$ cat config.mk
export PLATFORM = sky130hd
export DESIGN_NAME = ps2_host_transmitter
export DESIGN_NICKNAME = d
export VERILOG_FILES = /design/src/rtl/ps2_host_transmitter.sv
export SDC_FILE = /design/constraint.sdc
export NUM_CORES = 1
export LEC_CHECK = 0
export ABC_AREA = 1
export CAP_MARGIN = 20
export CORE_UTILIZATION = 38
export DETAILED_ROUTE_END_ITERATION = 10
export PLACE_DENSITY = 0.59
export SYNTH_ARGS = -nofsm -noshare
export SYNTH_HDL_FRONTEND = slang
export SYNTH_SLANG_ARGS = --single-unit
$ cat constraint.sdc
create_clock -name clk -period 1.9 [get_ports clk]
set_input_delay 0.38 -clock clk [delete_from_list [all_inputs] [get_ports clk]]
set_output_delay 0.38 -clock clk [all_outputs]
set_load 0.03 [all_outputs]
$ cat src/rtl/ps2_host_transmitter.sv
// Host-to-device PS/2 command sender using the open-drain request-to-send sequence, clocked by the device's clock.
// Latency: data_oe follows a device clock fall by 2 + FILTER_LEN + 1 cycles; backpressure: tx_ready is low from acceptance until the return to IDLE.
module ps2_host_transmitter #(
    parameter int INHIBIT_CYCLES = 6000,
    parameter int REQ_CYCLES     = 250,
    parameter int TIMEOUT_CYCLES = 1_000_000,
    parameter int FILTER_LEN     = 8
) (
    input  logic       clk,
    input  logic       reset_n,
    input  logic       ps2_clk_in,
    input  logic       ps2_data_in,
    output logic       ps2_clk_oe,
    output logic       ps2_data_oe,
    input  logic [7:0] tx_data,
    input  logic       tx_valid,
    output logic       tx_ready,
    output logic       tx_done,
    output logic       tx_error,
    output logic       ps2_busy
);

    localparam int PHASE_MAX = (INHIBIT_CYCLES > REQ_CYCLES) ? INHIBIT_CYCLES : REQ_CYCLES;
    localparam int PW = $clog2(PHASE_MAX + 1);
    localparam int TW = $clog2(TIMEOUT_CYCLES + 1);
    localparam int FW = $clog2(FILTER_LEN + 1);

    localparam logic [PW-1:0] INHIBIT_LAST = PW'(INHIBIT_CYCLES - 1);
    localparam logic [PW-1:0] REQ_LAST     = PW'(REQ_CYCLES - 1);
    localparam logic [TW-1:0] TIMEOUT_LAST = TW'(TIMEOUT_CYCLES - 1);
    localparam logic [FW-1:0] FILTER_LAST  = FW'(FILTER_LEN - 1);

    typedef enum logic [2:0] {
        IDLE,
        INHIBIT,
        REQ,
        SEND,
        ACK,
        WAIT_IDLE
    } state_t;

    logic [1:0]    clk_sync;
    logic [1:0]    data_sync;
    logic          clk_s;
    logic          data_s;
    logic [FW-1:0] filter_cnt;
    logic          ps2_clk_filtered;
    logic          fall;

    assign clk_s  = clk_sync[1];
    assign data_s = data_sync[1];

    always_ff @(posedge clk) begin
        if (!reset_n) begin
            clk_sync  <= 2'b11;
            data_sync <= 2'b11;
        end else begin
            clk_sync  <= {clk_sync[0], ps2_clk_in};
            data_sync <= {data_sync[0], ps2_data_in};
        end
    end

    // The filtered clock only flips after FILTER_LEN consecutive disagreeing samples.
    always_ff @(posedge clk) begin
        if (!reset_n) begin
            filter_cnt       <= '0;
            ps2_clk_filtered <= 1'b1;
            fall             <= 1'b0;
        end else begin
            fall <= 1'b0;
            if (clk_s == ps2_clk_filtered) begin
                filter_cnt <= '0;
            end else if (filter_cnt == FILTER_LAST) begin
                filter_cnt       <= '0;
                ps2_clk_filtered <= clk_s;
                fall             <= ~clk_s;
            end else begin
                filter_cnt <= filter_cnt + FW'(1);
            end
        end
    end

    state_t        state, state_d;
    logic [9:0]    frame, frame_d;
    logic [3:0]    bitcnt, bitcnt_d;
    logic [PW-1:0] phase_cnt, phase_d;
    logic [TW-1:0] timeout_cnt, timeout_d;
    logic          ack_ok, ack_ok_d;
    logic          clk_oe_d, data_oe_d, done_d, error_d;

    always_ff @(posedge clk) begin
        if (!reset_n) begin
            state       <= IDLE;
            frame       <= '0;
            bitcnt      <= '0;
            phase_cnt   <= '0;
            timeout_cnt <= '0;
            ack_ok      <= 1'b0;
            ps2_clk_oe  <= 1'b0;
            ps2_data_oe <= 1'b0;
            tx_ready    <= 1'b1;
            tx_done     <= 1'b0;
            tx_error    <= 1'b0;
            ps2_busy    <= 1'b0;
        end else begin
            state       <= state_d;
            frame       <= frame_d;
            bitcnt      <= bitcnt_d;
            phase_cnt   <= phase_d;
            timeout_cnt <= timeout_d;
            ack_ok      <= ack_ok_d;
            ps2_clk_oe  <= clk_oe_d;
            ps2_data_oe <= data_oe_d;
            tx_ready    <= (state_d == IDLE);
            tx_done     <= done_d;
            tx_error    <= error_d;
            ps2_busy    <= (state_d != IDLE);
        end
    end

    always_comb begin
        state_d   = state;
        frame_d   = frame;
        bitcnt_d  = bitcnt;
        phase_d   = (phase_cnt == '1) ? phase_cnt : phase_cnt + PW'(1);
        timeout_d = timeout_cnt;
        ack_ok_d  = ack_ok;
        clk_oe_d  = ps2_clk_oe;
        data_oe_d = ps2_data_oe;
        done_d    = 1'b0;
        error_d   = 1'b0;

        if (state == SEND || state == ACK || state == WAIT_IDLE) begin
            if (fall) begin
                timeout_d = '0;
            end else if (timeout_cnt != '1) begin
                timeout_d = timeout_cnt + TW'(1);
            end
        end

        case (state)
            IDLE: begin
                clk_oe_d  = 1'b0;
                data_oe_d = 1'b0;
                if (tx_valid && tx_ready) begin
                    frame_d  = {1'b1, ~^tx_data, tx_data};
                    phase_d  = '0;
                    clk_oe_d = 1'b1;
                    state_d  = INHIBIT;
                end
            end
            INHIBIT: begin
                if (phase_cnt == INHIBIT_LAST) begin
                    phase_d   = '0;
                    data_oe_d = 1'b1;
                    state_d   = REQ;
                end
            end
            REQ: begin
                if (phase_cnt == REQ_LAST) begin
                    clk_oe_d  = 1'b0;
                    bitcnt_d  = '0;
                    timeout_d = '0;
                    state_d   = SEND;
                end
            end
            SEND, ACK, WAIT_IDLE: begin
                if (!fall && timeout_cnt == TIMEOUT_LAST) begin
                    clk_oe_d  = 1'b0;
                    data_oe_d = 1'b0;
                    error_d   = 1'b1;
                    state_d   = IDLE;
                end else if (state == SEND) begin
                    // Bit for the new count (bitcnt+1) sits at frame[bitcnt]: data LSB first, parity, stop.
                    if (fall) begin
                        bitcnt_d  = bitcnt + 4'd1;
                        data_oe_d = ~frame[bitcnt];
                        if (bitcnt == 4'd9) begin
                            state_d = ACK;
                        end
                    end
                end else if (state == ACK) begin
                    data_oe_d = 1'b0;
                    if (fall) begin
                        ack_ok_d = ~data_s;
                        state_d  = WAIT_IDLE;
                    end
                end else begin
                    data_oe_d = 1'b0;
                    if (ps2_clk_filtered && data_s) begin
                        done_d  = ack_ok;
                        error_d = ~ack_ok;
                        state_d = IDLE;
                    end
                end
            end
            default: begin
                clk_oe_d  = 1'b0;
                data_oe_d = 1'b0;
                state_d   = IDLE;
            end
        endcase
    end

endmodule

==> metrics, run 1 <==
combinational power share 7.6%; Crit path max-delay family simple AND/OR/NAND/NOR gates; reg2reg end timeout_cnt[6]$_SDFF_PN0_; RSZ-0062 raised after global routing no; R2R depth 9; largest net degree at the start of global routing 20; final std cells w/o fill 655; Tcrit/Tclk final 93.91%; total number of vias 3335; Commonest cells post-synth nand2_1, dfxtp_1, inv_1; Min-Delay Endpoint clk_sync[1]$_SDFF_PN1_; 1st-iter DRT viols roughly 150; Critical R2R Launch timeout_cnt[0]$_SDFF_PN0_; hold slack final ~0.42 ns; worst path arrival time 2.03 ns; switching power share of the total 23.20%; Tightest Pin Transition 0.4042 ns; total track usage 17.33%; fin crit period between 1.5 and 2 ns; register share of total power 47.6%; status complete, no violations; Slew HR 72.85%; top-area cell type share of the netlist area 37.59%; clock share of power 44.8%; max_cap viols 0; syn_area_per_cell 6.956 sq um; antenna violations before repair 0; peak fanout along the critical path 18; Die H roughly 99 microns; first-pass GRT wire length roughly 13000 microns; die width 98.91 microns; fin util 47.31%; Hold Crit Start clk_sync[0]$_SDFF_PN1_; ys flop type dfxtp_1; Synth Register Bits 67; DRC 0; Post-Syn Area 0.003568 sq mm; Post-Syn Nets 532; clock sink count 67; number of global-route vias before repair between 2000 and 3000; critical path endpoint category register; Setup TNS 0 ns; area grow syn2layout 17.88%; CTS tree built; placed insts 638; Max Clk Rate 0.5604 GHz; worst reg2reg setup slack approximately 0.12 ns; Skew-Pair Late Insertion Delay about 0.35 ns; number of I/O pins 19; core area about 0.0089 sq mm; Routability Congestion 0.8644; Min-Delay Path Depth 1; drt pass-1 iters 5; max incr delay on CP 0.37 ns; CP Cell Sequence ha_4 -> nand3_4 -> nor3_4 -> nand2_2 -> nor2_4 -> nand2_8 -> nand3_1 -> nand2_1 -> nor3b_2; Final ANT Viol Nets 0; clk root buf clkbuf_8; CTS buffer count 9; grt total ovfl 0; Int Power 0.002362 W; post-synth top area cell dfxtp_1; wire per inst about 12 microns; post-route total power 0.003076 W; Buf/Inv on CP 0; Hold Vio Cnt, Final 0; LEAKAGE 1.635 nW; CTS Buffer Depth 2; Nets 561; Clk pin slew, worst setup/hold paths 0.07 ns; largest cells by area after synthesis dfxtp_1, nand2_1, nand3_1, inv_1, nor2_1; Layout fillers 900; Hold-fix buffers, CTS 0; # rows 34; Net Sw Power 0.0007136 W; Die Area between 0.009 and 0.01 sq mm; Mapped Cells 513; worst min-delay path class register to register; Max rail drop VDD around 0.46 mV; number of synthesized flops with an enable pin 0; DPL Wire Length 6007 microns; Critical Path Source Type register; I/O Buffers 18; top-count cell post-synth nand2_1; drt total wl 8042 microns; Worst EP required 2.15 ns; Setup-failing EPs final 0; H-tree levels 3; starting density of the core 40.14%; PwrDens 731.2 mW/mm^2; slowest CP cell dfxtp_2; # diodes 0; Synth Warn # 0; Final Skew 0.01183 ns; Setup CP Type register to register; Final Slew Violations 0; share of cells above drive strength 1 11.52%; Synth cell types 39; sequential-to-total area share from yosys stat 37.59%; routed vias/inst roughly 5; Async SR Flop Fraction 0%
==> final cells by class <==
cell class | count | area, sq um | area share, %
clock inverter | 5 | 83.83 | 1.993
timing repair buffer | 30 | 270.3 | 6.425
multi-input combinational | 363 | 1956 | 46.49
tap | 108 | 135.1 | 3.212
inverter | 71 | 266.5 | 6.336
clock buffer | 11 | 151.4 | 3.599
sequential | 67 | 1344 | 31.95
==> routing by layer <==
| layer | share of wire (%) | global-route usage, % | up-vias |
|---|---|---|---|
| li1 | - | - | 1726 |
| met1 | 47 | 21.62 | 1516 |
| met2 | 47 | 28.56 | 78 |
| met3 | 4.4 | 3.972 | 15 |
| met4 | 1.8 | 7.577 | 0 |
| met5 | 0 | 0 | - |
==> through the flow <==
step                      setup slack (ns)  area [sq um]
final                               0.1156          4207
after global routing              0.005322          4207
after CTS                          0.04008          4143
after detailed placement           0.06049          3908
after global placement              0.1385          3908
after floorplan                     0.3101          3568
==> repair_timing <==
item                       CTS  global route
resized for setup            0            11
buffers inserted             0             1
setup endpoints to repair    0            21
==> cells in the final DEF (no fill, tap or decap), types with 4 or more instances in the layout <==
| cell type | count |
|---|---|
| inv_1 | 66 |
| or2_2 | 4 |
| xor2_1 | 11 |
| nor2_1 | 64 |
| buf_4 | 12 |
| nand3_1 | 50 |
| o21ai_0 | 13 |
| inv_2 | 5 |
| xnor2_1 | 9 |
| clkdlybuf4s50_1 | 18 |
| nor3_1 | 15 |
| a21oi_1 | 31 |
| ha_1 | 5 |
| nand3b_1 | 6 |
| clkbuf_8 | 11 |
| nand4_1 | 13 |
| a21oi_2 | 4 |
| nand2_1 | 100 |
| dfxtp_1 | 65 |
==> logic make-up (layout without fill, tap and decap cells) <==
group | count (synthesis) | count (layout) | share of synthesized area [%]
flops | 67 | 67 | 37.59
fa+ha+maj | 6 | 6 | 2.104
compound gates | 62 | 62 | 10.31
buf+inv | 83 | 117 | 9.116
xor+xnor | 20 | 20 | 4.909
simple gates | 275 | 275 | 35.97
==> worst max path at each step <==
| stage | from | depth (start not counted) | end | slack (ns) |
|---|---|---|---|---|
| 2_1_floorplan | timeout_cnt[0]$_SDFF_PN0_ | 9 | timeout_cnt[2]$_SDFF_PN0_ | 0.31 |
| 3_3_place_gp | timeout_cnt[0]$_SDFF_PN0_ | 9 | timeout_cnt[6]$_SDFF_PN0_ | 0.14 |
| 3_5_place_dp | timeout_cnt[0]$_SDFF_PN0_ | 9 | timeout_cnt[6]$_SDFF_PN0_ | 0.06 |
| 4_1_cts | timeout_cnt[0]$_SDFF_PN0_ | 9 | timeout_cnt[6]$_SDFF_PN0_ | 0.04 |
| 5_1_grt | timeout_cnt[0]$_SDFF_PN0_ | 9 | timeout_cnt[8]$_SDFF_PN0_ | 0.005 |
| 6_report | timeout_cnt[0]$_SDFF_PN0_ | 9 | timeout_cnt[6]$_SDFF_PN0_ | 0.12 |
==> power groups by stage <==
stage	registers, W	logic (W)	clock network [W]
after CTS	0.00146	0.000236	0.00142
after global placement	0.00150	0.000234	0
after floorplan	0.00151	0.000134	0
after global routing	0.00147	0.000263	0.00148
after detailed placement	0.00150	0.000235	0
final	0.00146	0.000234	0.00138
==> sequential cells by signal, summed over array words and instances, names as in the netlist, 2 cells and up <==
signal,flops
clk_sync,2
phase_cnt,13
filter_cnt,4
bitcnt,4
frame,10
timeout_cnt,20
data_sync,2
state,3
Note: power is estimated with default switching activity, not from simulation.
==> run 2: changes to the inputs <==
PLACE_DENSITY = unset   (was 0.59)
clock period = 2.1 ns   (was 1.9 ns; I/O delays follow)
==> metrics, run 2 (synthesized netlist as in run 1, its figures left out) <==
Max rail drop VDD 0.3339 mV (-27%); drt total wl 7873 microns (-2.1%); # diodes 0 (unchanged); peak fanout along the critical path 18 (unchanged); Tcrit/Tclk final 87.77% (-6.1 points); PnR worst setup slack 0.2568 ns (+0.1412 ns); total number of vias 3270 (-1.9%); Critical Path Source Type register; grt total ovfl 0 (unchanged); Worst EP required 2.33 ns (+0.18 ns); CTS buffer count 9 (unchanged); Setup-failing EPs final 0 (unchanged); starting density of the core 40.14% (unchanged); clk root buf clkbuf_8; Hold Vio Cnt, Final 0 (unchanged); multi-input logic area 0.001902 sq mm (-2.8%); Clk pin slew, worst setup/hold paths 0.08 ns (about the same); DPL Wire Length 5959 microns (-0.79%); Skew-Pair Late Insertion Delay 0.34 ns (about the same); Setup TNS 0 ns (unchanged); Top reg by flops timeout_cnt; Max Clk Rate 0.5425 GHz (-3.2%); Routability Congestion 0.8504 (-1.6%); Die Area 0.009782 sq mm (unchanged); worst min-delay path class register to register; CTS Buffer Depth 2 (unchanged); Nets 556 (-0.89%); RSZ-0062 raised after global routing no; Final ANT Viol Nets 0 (unchanged); H-tree levels 3 (unchanged); max FFs per register 20 (unchanged); Setup CP Type register to register; max_cap viols 0 (unchanged); critical path endpoint category register; Post-CTS Setup Inserts 0 (unchanged); Post-Place Setup Slack 0.2645 ns (+0.2040 ns); CTS tree built; post-CTS sizing 0 (unchanged); most frequent cells in the layout nand2_1, dfxtp_1, inv_1; share of cells above drive strength 1 9.427% (-2.1 points); DRC 0 (unchanged); routed vias/inst 5.039 (-1.0%); LEAKAGE 1.599 nW (-2.2%); I/O Buffers 18 (unchanged); wire per inst 12.13 microns (-1.2%); PwrDens 611.8 mW/mm^2 (-16%); antenna violations before repair 0 (unchanged); Tightest Pin Transition 0.3794 ns (-0.02471 ns); total track usage 17.75% (+0.42 points); drt pass-1 iters 5 (unchanged); Layout fillers 904 (+0.44%); core area 0.008891 sq mm (unchanged); die width 98.91 microns (unchanged); Final Slew Violations 0 (unchanged); Slew HR 74.57% (+1.7 points); area grow syn2layout 13.36%; Die H 98.91 microns (unchanged); first-pass GRT wire length 14080 microns (+4.7%); 1st-iter DRT viols 124 (-14%); number of global-route vias before repair 3117 (+4.6%); commonest non-fill, non-tap cell in the layout nand2_1; Hold-fix buffers, CTS 0 (unchanged); Regs by FF count timeout_cnt (20), phase_cnt (13), frame (10); status complete, no violations; largest net degree at the start of global routing 20 (unchanged); number of I/O pins 19 (unchanged); Final Skew 0.01086 ns (-0.0009637 ns); fin crit period 1.843 ns (+0.05882 ns); # rows 34 (unchanged); Seq. cell area 0.001341 sq mm (-0.19%); worst path arrival time 2.08 ns (+0.05 ns); clock sink count 67 (unchanged)
[run 2: area by class of cell]
type	count	share of cell area (%)
Clock buffer	10	3.402
Clock inverter	5	0.7423
Inverter	71	6.588
Multi-Input combinational cell	363	47.02
Sequential cell	67	33.16
Tap cell	108	3.341
Timing Repair Buffer	25	5.753
[run 2: final timing paths]
kind / slack [ns] / to / cells after the start / from
worst min-delay path: 0.43 / clk_sync[1]$_SDFF_PN1_ / 1 / clk_sync[0]$_SDFF_PN1_
worst max-delay path: 0.26 / timeout_cnt[6]$_SDFF_PN0_ / 9 / timeout_cnt[0]$_SDFF_PN0_
worst min register to register: 0.43 / clk_sync[1]$_SDFF_PN1_ / 1 / clk_sync[0]$_SDFF_PN1_
worst max register to register: 0.26 / timeout_cnt[6]$_SDFF_PN0_ / 9 / timeout_cnt[0]$_SDFF_PN0_
[run 2: critical path, stage by stage, from the launching register on]
cell and delay (ns):
dfxtp_1 0.37, ha_1 0.26, nand3_2 0.16, nor3_4 0.18, nand2_2 0.12, nor2_4 0.14, nand2_4 0.16, nand3_1 0.15
nand2_1 0.05, nor3b_2 0.14
[run 2: report_power, final]
group	total, W	switching [W]	internal [W]	leakage [nW]
combinational	0.000208	0.000116	0.0000924	0.971
clock	0.000939	0.000492	0.000447	0.0839
sequential	0.00133	0.0000197	0.00131	0.544
[run 2: stage by stage]
stage / total power, W / cell area (sq um) / std cells / hold WS, ns / utilization (%)
3_5_place_dp: 0.001567 / 3877 / 634 / 0.4070 / 43.61
3_3_place_gp: 0.001561 / 3877 / 634 / 0.4054 / 43.61
5_1_grt: 0.002610 / 4045 / 649 / 0.4616 / 45.50
2_1_floorplan: 0.001487 / 3568 / 513 / 0.3925 / -
4_1_cts: 0.002509 / 4045 / 649 / 0.4396 / 45.50
6_report: 0.002475 / 4045 / 649 / 0.4303 / 45.50
[run 2: layer usage]
| layer | GRT usage [%] | vias up | routed length [microns] | part of all wire, % |
|---|---|---|---|---|
| met5 | 0 | - | 0 | 0 |
| met2 | 29.69 | 59 | 3661 | 47 |
| met3 | 4.043 | 6 | 327 | 4.2 |
| li1 | - | 1710 | - | - |
| met1 | 22.93 | 1495 | 3824 | 49 |
| met4 | 4.822 | 0 | 59 | 0.75 |
